<file path="config.mk">
export PLATFORM = sky130hd
export DESIGN_NAME = char_jump_ctrl
export DESIGN_NICKNAME = d
export VERILOG_FILES = /design/src/rtl/char_jump_ctrl.sv
export SDC_FILE = /design/constraint.sdc
export NUM_CORES = 1
export LEC_CHECK = 0
export BUFFER_PORTS_ARGS = -buffer_cell sky130_fd_sc_hd__buf_4
export CAP_MARGIN = 30
export CORE_MARGIN = 5
export CORE_UTILIZATION = 64
export CTS_CLUSTER_DIAMETER = 120
export DETAILED_ROUTE_END_ITERATION = 12
export PLACE_DENSITY = 0.95
export SETUP_SLACK_MARGIN = 0.5
export SLEW_MARGIN = 5
export SYNTH_ARGS = -nofsm -noshare
export SYNTH_HDL_FRONTEND = slang
export SYNTH_SLANG_ARGS = --single-unit
</file>
<file path="constraint.sdc">
create_clock -name clk_40MHz -period 4.2 [get_ports clk_40MHz]
set_clock_uncertainty 0.1 [all_clocks]
set_input_delay 0.21 -clock clk_40MHz [delete_from_list [all_inputs] [get_ports clk_40MHz]]
set_output_delay 0.21 -clock clk_40MHz [all_outputs]
set_load 0.1 [all_outputs]
</file>
<file path="src/rtl/char_jump_ctrl.sv">
// Character jump sequencer: charge power while the button is held, then rise/fall with
// horizontal drift and wall bounce, stepping once per movement tick until landing.
module char_jump_ctrl #(
    parameter logic [9:0] X_START   = 10'd380,
    parameter logic [9:0] Y_FLOOR   = 10'd550,
    parameter logic [9:0] X_MIN     = 10'd0,
    parameter logic [9:0] X_MAX     = 10'd760,
    parameter logic [5:0] MAX_POWER = 6'd40
) (
    input  logic       clk_40MHz,
    input  logic       rst_n,
    input  logic       movement_tick,
    input  logic       btn_jump,
    input  logic       dir_in,
    input  logic       land_hit,
    output logic [9:0] xpos,
    output logic [9:0] ypos,
    output logic [1:0] state_out,
    output logic       busy,
    output logic       jump_done
);

    typedef enum logic [1:0] {
        StIdle   = 2'd0,
        StCharge = 2'd1,
        StRise   = 2'd2,
        StFall   = 2'd3
    } state_e;

    state_e     state_q, state_d;
    logic [9:0] x_q, x_d;
    logic [9:0] y_q, y_d;
    logic [5:0] power_q, power_d;
    logic [5:0] rise_q, rise_d;
    logic       dir_q, dir_d;
    logic       done_q, done_d;

    logic [5:0] power_nxt;
    logic [9:0] x_step;
    logic       dir_step;

    always_ff @(posedge clk_40MHz or negedge rst_n) begin
        if (!rst_n) begin
            state_q <= StIdle;
            x_q     <= X_START;
            y_q     <= Y_FLOOR;
            power_q <= 6'd0;
            rise_q  <= 6'd0;
            dir_q   <= 1'b0;
            done_q  <= 1'b0;
        end else begin
            state_q <= state_d;
            x_q     <= x_d;
            y_q     <= y_d;
            power_q <= power_d;
            rise_q  <= rise_d;
            dir_q   <= dir_d;
            done_q  <= done_d;
        end
    end

    // Horizontal step with bounce: at a wall the direction flips and x holds for that tick.
    always_comb begin
        x_step   = x_q;
        dir_step = dir_q;
        if (dir_q) begin
            if (x_q >= X_MAX) dir_step = 1'b0;
            else              x_step   = x_q + 10'd1;
        end else begin
            if (x_q <= X_MIN) dir_step = 1'b1;
            else              x_step   = x_q - 10'd1;
        end
    end

    assign power_nxt = (movement_tick && (power_q < MAX_POWER)) ? power_q + 6'd1 : power_q;

    always_comb begin
        state_d = state_q;
        x_d     = x_q;
        y_d     = y_q;
        power_d = power_q;
        rise_d  = rise_q;
        dir_d   = dir_q;
        done_d  = 1'b0;
        unique case (state_q)
            StIdle: begin
                if (btn_jump) begin
                    state_d = StCharge;
                    power_d = 6'd0;
                    dir_d   = dir_in;
                end
            end
            StCharge: begin
                power_d = power_nxt;
                if (!btn_jump) begin
                    if (power_nxt == 6'd0) begin
                        state_d = StIdle;
                    end else begin
                        state_d = StRise;
                        rise_d  = power_nxt;
                    end
                end
            end
            StRise: begin
                if (movement_tick) begin
                    y_d    = (y_q == 10'd0) ? 10'd0 : y_q - 10'd1;
                    x_d    = x_step;
                    dir_d  = dir_step;
                    rise_d = rise_q - 6'd1;
                    if (rise_q <= 6'd1) state_d = StFall;
                end
            end
            StFall: begin
                if (movement_tick) begin
                    if (land_hit || (y_q >= Y_FLOOR)) begin
                        state_d = StIdle;
                        done_d  = 1'b1;
                        if (y_q > Y_FLOOR) y_d = Y_FLOOR;
                    end else begin
                        y_d   = (y_q == 10'h3FF) ? y_q : y_q + 10'd1;
                        x_d   = x_step;
                        dir_d = dir_step;
                    end
                end
            end
            default: state_d = StIdle;
        endcase
    end

    assign xpos      = x_q;
    assign ypos      = y_q;
    assign state_out = state_q;
    assign busy      = (state_q == StRise) || (state_q == StFall);
    assign jump_done = done_q;

endmodule

</file>
==> out/qor.csv, run 1 <==
stage,metric,value,unit
run_status,status,completed,
logic_synthesis,Mapped Cells,300,
cts,CTS root buf,clkbuf_8,
timing,max_slew headroom,0.4416,
global_routing,Global Route Usage Sum,0.2418,
die,std cell rows,23,
timing,Final Hold Violating Endpoints,0,
timing,unrepaired setup endpoints after global routing,false,
drt,DR pass1 iterations,5,
global_routing,initial antenna violation count,0,
cts,CTS Buf Count,5,
placement,dpl hpwl,4.499,mm
logic_synthesis,"Net Count, Synth",321,
logic_synthesis,"Seq/Total Area, Yosys",0.3395,
cells_and_area,multi-input logic area,1617,sq um
global_routing,largest net degree at the start of global routing,37,
logic_synthesis,Synth Flop Type,dfrtp_1,
logic_synthesis,Post-synth EDFFs,0,
worst_setup_path,WP data arrival,2.97,ns
placement,PortBufs,29,
cts,cts repair resizes,0,
cts,# Post-CTS Setup Buffers,0,
global_routing,met2 track demand over resource,0.3965,
timing,TNS Setup,0,ns
cells_and_area,Antenna Cells,0,
timing,fmax,346.0,MHz
worst_setup_path,crit path kind,flop to flop,
drt,DR WL/cell,16.86,microns
cells_and_area,FF/Latch Area,913.4,sq um
drt,DR vias/cell,6.626,
die,Top-Level Pins,30,
worst_setup_path,CP Launch Type,flop,
drt,1st-iter DRT viols,264,
global_routing,M1 GR Usage,0.3215,
logic_synthesis,"Cell Area, Synth",2690,sq um
die,die height,74.83,microns
timing,worst slew pin tran,0.8259,ns
placement,GP Congestion,0.8815,
cts,H-tree lvl count,2,
hold_path,HP Class,input pin to flop,
die,total die area,5600,sq um
worst_setup_path,CP endpoint kind,flop,
cells_and_area,fraction of layout instances using a drive strength above 1,0.1975,
logic_synthesis,Post-synth ARST share,1.000,
cells_and_area,Final Non-Filler Cells,374,
global_routing,number of global-route vias before repair,2282,
cells_and_area,Nets,344,
timing,Final period util,0.6880,
global_routing,met3 usage,0.04806,
global_routing,total gr overflow,0,
drt,DRC,0,
logic_synthesis,Synth warnings,0,
drt,final wirelength,6.306,mm
timing,Final min period,2.890,ns
placement,placed instance count,365,
cts,clock latency on the worst-skew pair,0.30,ns
timing,Final setup viols,0,
cts,clock tree buffer depth,2,
cts,Clock Pin Slew Worst Setup and Hold Paths,0.07,ns
die,die width,74.83,microns
die,core area,4029,sq um
cells_and_area,fillcell total,304,
cells_and_area,final core utilization,0.7345,
logic_synthesis,Synth cell types,63,
drt,Routed Antenna Nets,0,
die,Initial Util,0.6677,
cts,Sink Count,36,
worst_setup_path,worst-path fanout max,11,
logic_synthesis,syn_area_per_cell,8.967,sq um
global_routing,first-pass GRT wire length,10.61,mm
drt,via count,2478,
logic_synthesis,Synth Register Bits,36,
cells_and_area,Synth-to-Final Area Change,10.00,%
global_routing,busiest grt layer,met2,
flow_run,max-cap viol count,0,
timing,Final Max Tran Viols,0,
worst_setup_path,CP Data Required Time,4.28,ns
cts,CTS tree,built,
per-stage QoR:
stage,setup WS [ns],area [sq um],hold slack [ns]
floorplan,1.188,2690,-0.1856
global placement,1.408,2859,0.08922
detailed placement,1.328,2859,0.09294
CTS,1.333,2959,0.06465
global route,1.185,2959,0.07456
finish,1.310,2959,0.06418
layout by cell type, fill, tap and decap left out, types with 5 or more instances in the layout:
cell type and instances:
nor2_1 27, dfrtp_1 26, inv_1 10, buf_4 30
ha_1 14, o21ai_0 21, clkbuf_8 6, nor4_1 5
xnor2_1 10, dfstp_2 10, a21oi_1 19, nand2_1 25
and3_1 8, a22oi_1 5, nand3_1 8, nor3_1 8
mux2_2 8, a22o_1 5, o22ai_1 5
registers in the layout, indices dropped and copies added, names as in the netlist, named ones only:
name and cells:
dir_q 1, rise_q 6, state_out 1, xpos 10
ypos 10, power_q 6, jump_done 1
cell type report:
| type | instances | share of cell area |
|---|---|---|
| well taps | 50 | 0.02114 |
| multi-input cells | 238 | 0.5463 |
| repair buffers | 31 | 0.07949 |
| flip-flops and latches | 36 | 0.3087 |
| clock buffers | 8 | 0.03044 |
| inverters | 11 | 0.01395 |
timing repair:
item                                    CTS  global route
hold buffers                              1             0
endpoints found under the setup margin    0             0
endpoints found under the hold margin    26             0
worst paths after layout:
check                      startpoint         to  slack, ns  cells past startpoint
setup / recovery              ypos[7]    xpos[7]       1.31                      5
hold / removal                 dir_in      dir_q       0.06                      3
min in group asynchronous       rst_n    ypos[0]       0.30                      2
setup reg to reg              ypos[7]    xpos[7]       1.31                      5
max in group asynchronous       rst_n    xpos[4]       3.34                      2
hold reg to reg             rise_q[5]  rise_q[5]       0.42                      1
worst max-delay path, cell delays in order (launching register included):
cell	delay, ns
dfrtp_1	0.45
or3_4	0.44
o21bai_1	0.20
a211o_2	0.40
a2111oi_4	0.77
mux2_2	0.41
logic make-up (layout without fill, tap and decap cells):
kind of cell,Yosys count,count (layout),synth area share
AOI/OAI and AO/OA,101,101,0.2637
xor gates and xnor gates,13,13,0.04233
adders and majority gates,15,15,0.07256
buffers and inverters,26,50,0.05953
DFF,36,36,0.3395
muxes,10,10,0.04093
and+or+nand+nor,99,99,0.1814
per-layer routing:
metal | wire length, microns | vias up
li1 | - | 1180
met1 | 2733 | 1164
met2 | 3010 | 125
met3 | 484 | 9
met4 | 78 | 0
met5 | 0 | -
cells in the mapped netlist (3+ instances only):
cell      count  area share
a211oi_1      3      0.0084
a21o_1        3      0.0084
a21oi_1      19       0.035
a22o_1        5       0.016
a22oi_1       5       0.014
a31oi_1       3      0.0070
and3_1        8       0.019
buf_6         7       0.029
clkbuf_1      4      0.0056
dfrtp_1      26        0.24
dfstp_2      10       0.098
ha_1         14       0.065
inv_1        10       0.014
mux2_2        8       0.033
nand2_1      25       0.035
nand3_1       8       0.015
nand4_1       4      0.0093
nor2_1       27       0.038
nor2b_1       3      0.0070
nor3_1        8       0.015
nor4_1        5       0.012
o211ai_1      4       0.011
o21ai_0      21       0.039
o21bai_1      4       0.011
o22ai_1       5       0.012
o31ai_1       4       0.011
xnor2_1      10       0.033
xor2_1        3      0.0098
Power of run 1 is left out: the tool's default activity adds up to more than one toggle a clock period on the data nets, which glitch-free logic cannot reach.
==> inputs of run 2 (changes only) <==
- CORE_UTILIZATION: 64 -> 59
- PLACE_DENSITY: 0.95 -> 0.89
- clock period: 4.2 -> 2.75 ns (I/O delays scaled with it)
==> run 2 against run 1 <==
  * Hold slack worse by 0.024 ns
  * Via count grew 12%
  * First-iteration DRC count decreased by 29%
==> out/qor.csv, run 2 (same netlist as run 1, synthesis figures left out) <==
stage,metric,value,unit,change
run_status,status,completed,,
die,std cell rows,24,,+4.3%
placement,PortBufs,29,,unchanged
die,die width,77.53,microns,+3.6%
timing,Final setup viols,0,,unchanged
cts,CTS root buf,clkbuf_8,,
timing,Final period util,0.9093,,+0.2212
worst_setup_path,crit path kind,flop to flop,,
timing,Final Max Tran Viols,0,,unchanged
drt,via count,2785,,+12%
drt,DR vias/cell,6.711,,+1.3%
drt,final wirelength,8.022,mm,+27%
worst_setup_path,CP endpoint kind,flop,,
global_routing,total gr overflow,0,,unchanged
cells_and_area,Nets,383,,+11%
cells_and_area,"commonest non-fill, non-tap cell in the layout",buf_4,,
timing,Final Hold Violating Endpoints,0,,unchanged
die,total die area,6010,sq um,+7.3%
global_routing,initial antenna violation count,0,,unchanged
flow_run,max-cap viol count,0,,unchanged
global_routing,largest net degree at the start of global routing,37,,unchanged
global_routing,number of global-route vias before repair,2643,,+16%
drt,DR pass1 iterations,5,,unchanged
cts,clock latency on the worst-skew pair,0.30,ns,about the same
cts,Sink Count,36,,unchanged
timing,Final min period,2.500,ns,-0.3893 ns
cts,CTS tree,built,,
global_routing,Global Route Usage Sum,0.2497,,+0.007932
cts,Clock Pin Slew Worst Setup and Hold Paths,0.08,ns,about the same
placement,placed instance count,374,,+2.5%
cells_and_area,most frequent cells in the layout,"buf_4 (58), nand2_1 (25), nor2_1 (25), dfrtp_1 (17), o21ai_0 (15)",,
die,die height,77.53,microns,+3.6%
worst_setup_path,slowest CP cell,dfrtp_2,,
cts,clock tree buffer depth,2,,unchanged
cts,H-tree lvl count,2,,unchanged
drt,1st-iter DRT viols,187,,-29%
hold_path,HP Class,input pin to flop,,
drt,DR WL/cell,19.33,microns,+15%
die,core area,4384,sq um,+8.8%
global_routing,first-pass GRT wire length,12.25,mm,+15%
timing,max_slew headroom,0.5912,,+0.1496
die,Top-Level Pins,30,,unchanged
die,Initial Util,0.6136,,-0.05412
cells_and_area,final core utilization,0.8228,,+0.08830
worst_setup_path,CP Launch Type,flop,,
placement,dpl hpwl,4.608,mm,+2.4%
drt,Routed Antenna Nets,0,,unchanged
worst_setup_path,CP Data Required Time,2.87,ns,-1.41 ns
cells_and_area,Antenna Cells,0,,unchanged
timing,worst slew pin tran,0.6076,ns,-0.2183 ns
timing,fmax,399.9,MHz,+16%
placement,GP Congestion,0.8941,,+1.4%
cells_and_area,Synth-to-Final Area Change,34.09,%,
cells_and_area,Final Non-Filler Cells,415,,+11%
worst_setup_path,critical path cell sequence,"a211oi_1, o21bai_4, a211o_4, a2111oi_4, buf_4, mux2_2",,
drt,DRC,0,,unchanged
cells_and_area,fraction of layout instances using a drive strength above 1,0.4050,,+0.2074
timing,unrepaired setup endpoints after global routing,true,,
worst_setup_path,worst-path fanout max,10,,-1
timing,TNS Setup,0,ns,unchanged
cts,CTS Buf Count,5,,unchanged
worst_setup_path,biggest cell delay along the critical path,0.50,ns,-0.27 ns
worst_setup_path,WP data arrival,2.62,ns,-0.35 ns
## run 2: cell count changes in the layout (fill, tap and decap cells not counted), sizes merged
cell / change
buf: +37
a2111o: +1
dlygate4sd3: +1
## run 2: routing by layer
metal	global-route usage	vias to the layer above	wire, microns
li1	-	1265	-
met4	0.1271	0	256
met2	0.4192	155	3915
met1	0.2935	1342	3243
met5	0	-	0
met3	0.06481	23	607
## run 2: path summary, 6_finish.rpt
| path | cells past startpoint | end | startpoint | slack [ns] |
|---|---|---|---|---|
| setup / recovery | 6 | xpos[5] | ypos[3] | 0.25 |
| hold / removal | 3 | state_out[0] | btn_jump | 0.04 |
| setup reg to reg | 6 | xpos[5] | ypos[3] | 0.25 |
| hold reg to reg | 1 | rise_q[5] | rise_q[5] | 0.43 |
| max in group asynchronous | 2 | xpos[2] | rst_n | 1.93 |
| min in group asynchronous | 2 | ypos[0] | rst_n | 0.24 |
## run 2: per-stage QoR
stage / cell area (sq um) / hold WS [ns] / setup WS [ns]
global placement: 2968 / 0.01750 / 0.2015
global route: 3607 / 0.04313 / 0.2246
detailed placement: 2968 / 0.02142 / 0.1695
floorplan: 2744 / -0.2581 / 0.1098
finish: 3607 / 0.04061 / 0.2496
CTS: 3343 / 0.003630 / 0.2242
## run 2: worst max-delay path, delay by kind of cell (launching register included)
family,cells,cell delay (ns)
buffers and inverters,1,0.22
flip-flops,1,0.50
AO/OA/AOI/OAI,4,1.26
multiplexers,1,0.34
## run 2: what timing repair did
| item | 4_1_cts | 5_1_grt |
|---|---|---|
| gates cloned | 2 | 0 |
| endpoints found under the hold margin | 27 | 0 |
| setup endpoints to repair | 25 | 26 |
| hold buffers | 2 | 0 |
| setup buffers | 18 | 11 |
| resized for setup | 24 | 45 |
| pin swaps | 17 | 24 |
## run 2: area by class of cell
class | count | area, sq um
clock buffers | 8 | 100.1
repair buffers | 69 | 556.8
inverters | 11 | 48.80
multi-input cells | 239 | 1901
fillers | 244 | 777.0
well taps | 52 | 65.06
flip-flops and latches | 36 | 935.9
Power of run 2 is left out for the same reason.
==> inputs of run 3 (changes only) <==
- CORE_ASPECT_RATIO: default -> 1.25
- SKIP_LAST_GASP: default -> 1
==> run 3 against run 2 <==
  * Non-clock buffer count down 6
  * Hold slack better by 0.0072 ns
  * Critical path depth up 5
  * Core utilization down 3.1 points
  * Sequential share of layout area up 0.84 points
  * Flip-flop and latch count unchanged
  * Largest cell class unchanged
  * Highest routed layer unchanged
==> out/qor.csv, run 3 (same netlist as run 1, synthesis figures left out) <==
stage,metric,value,unit,change
run_status,status,completed,,
drt,DRC,0,,unchanged
global_routing,total gr overflow,0,,unchanged
cts,clock tree buffer depth,2,,unchanged
cells_and_area,fillcell total,262,,+7.4%
drt,DR pass1 iterations,6,,+1
timing,Final Hold Violating Endpoints,0,,unchanged
cts,CTS Buf Count,5,,unchanged
cts,clock latency on the worst-skew pair,0.31,ns,about the same
cells_and_area,most frequent cells in the layout,"buf_4 (51), nand2_1 (24), nor2_1 (22), o21ai_0 (17), a21oi_1 (16)",,
worst_setup_path,WP data arrival,2.74,ns,+0.12 ns
worst_setup_path,CP endpoint kind,flop,,
placement,GP Congestion,0.9181,,+2.7%
hold_path,hold path startpoint,movement_tick,,
placement,placed instance count,376,,+0.53%
timing,Final Max Tran Viols,0,,unchanged
worst_setup_path,worst-path fanout max,4,,-6
drt,final wirelength,8.580,mm,+7.0%
hold_path,HP Class,input pin to flop,,
cts,Clock Pin Slew Worst Setup and Hold Paths,0.09,ns,about the same
global_routing,busiest grt layer,met2,,
global_routing,met2 track demand over resource,0.4710,,+0.05185
die,total die area,6018,sq um,+0.14%
global_routing,number of global-route vias before repair,2700,,+2.2%
cts,CTS root buf,clkbuf_8,,
drt,DR vias/cell,6.880,,+2.5%
cells_and_area,FF/Latch Area,938.4,sq um,+0.27%
drt,Routed Antenna Nets,0,,unchanged
worst_setup_path,Reg2Reg Launch Point,ypos[6],,
cells_and_area,multi-input logic area,1824,sq um,-4.0%
timing,fmax,376.1,MHz,-6.0%
cts,CTS tree,built,,
drt,DR WL/cell,20.67,microns,+7.0%
global_routing,largest net degree at the start of global routing,37,,unchanged
timing,TNS Setup,0,ns,unchanged
die,core area,4425,sq um,+0.94%
cells_and_area,Final Non-Filler Cells,415,,unchanged
timing,Final min period,2.659,ns,+0.1586 ns
cells_and_area,fraction of layout instances using a drive strength above 1,0.3725,,-0.03241
global_routing,first-pass GRT wire length,13.20,mm,+7.8%
timing,max_slew headroom,0.5243,,-0.06694
placement,Area after DPL,2945,sq um,-0.76%
placement,dpl hpwl,4.715,mm,+2.3%
hold_path,hold depth,3,,unchanged
cells_and_area,"commonest non-fill, non-tap cell in the layout",buf_4,,
drt,via count,2855,,+2.5%
hold_path,Hold EP,jump_done,,
global_routing,initial antenna violation count,0,,unchanged
worst_setup_path,crit path kind,flop to flop,,
worst_setup_path,R2R Setup Slk,0.09,ns,-0.16 ns
timing,Final period util,0.9669,,+0.05765
worst_setup_path,CP Data Required Time,2.83,ns,-0.04 ns
die,die height,85.50,microns,+10%
placement,PortBufs,29,,unchanged
cts,Sink Count,36,,unchanged
flow_run,max-cap viol count,0,,unchanged
worst_setup_path,Worst R2R Path Depth,11,,+5
timing,Final setup viols,0,,unchanged
timing,worst slew pin tran,0.7071,ns,+0.09950 ns
die,std cell rows,27,,+13%
global_routing,Global Route Usage Sum,0.2716,,+0.02189
worst_setup_path,CP Launch Type,flop,,
cells_and_area,Antenna Cells,0,,unchanged
die,Top-Level Pins,30,,unchanged
global_routing,met3 usage,0.04807,,-0.01675
cells_and_area,Nets,377,,-1.6%
drt,1st-iter DRT viols,359,,+92%
timing,unrepaired setup endpoints after global routing,true,,
die,die width,70.40,microns,-9.2%
global_routing,M1 GR Usage,0.3192,,+0.02576
cts,H-tree lvl count,2,,unchanged
worst_setup_path,reg2reg end,dir_q,,
die,Initial Util,0.6079,,-0.005725
cells_and_area,Synth-to-Final Area Change,30.23,%,
cells_and_area,final instance area,3503,sq um,-2.9%
[run 3: metal layers]
layer	part of all wire	up-vias
met2	0.50	200
met4	0.045	0
met3	0.075	46
li1	-	1250
met1	0.38	1359
met5	0	-
[run 3: area by class of cell]
class | count | share of cell area
well taps | 58 | 0.02071
repair buffers | 63 | 0.1471
flip-flops and latches | 36 | 0.2679
clock inverters | 3 | 0.01214
clock buffers | 5 | 0.01964
multi-input cells | 239 | 0.5207
inverters | 11 | 0.01179
[run 3: per-stage QoR]
step	hold slack [ns]	util	setup WS, ns
after floorplan	-0.2581	-	0.1098
after global placement	0.01860	0.6655	0.2105
after detailed placement	0.02349	0.6655	0.1391
after CTS	0.05628	0.7549	0.1959
after global routing	0.05013	0.7916	0.009704
final	0.04781	0.7916	0.09101
[run 3: worst max-delay path by stage]
stage | slack, ns | startpoint | end | cells after the start
after floorplan | 0.11 | ypos[6] | xpos[7] | 6
after global placement | 0.21 | ypos[6] | xpos[7] | 6
after detailed placement | 0.14 | ypos[6] | xpos[3] | 6
after CTS | 0.20 | ypos[7] | xpos[3] | 6
after global routing | 0.01 | ypos[6] | dir_q | 11
final | 0.09 | ypos[6] | dir_q | 11
[run 3: critical path, cell delays in order, from the launching register on]
cell     delay (ns)
dfrtp_4        0.48
or3_4          0.40
buf_4          0.14
buf_6          0.12
nor4_4         0.16
buf_4          0.19
a211o_4        0.12
buf_4          0.11
buf_6          0.11
a21oi_1        0.09
and3_1         0.22
o31ai_2        0.28
[run 3: timing repair]
| item | CTS | global route |
|---|---|---|
| buffers inserted | 17 | 10 |
| resized for setup | 30 | 24 |
| hold buffers | 2 | 0 |
| setup endpoints to repair | 26 | 30 |
| pin swaps | 15 | 13 |
| hold endpoints to repair | 27 | 0 |
| cloned | 2 | 0 |
Power of run 3 is left out for the same reason.
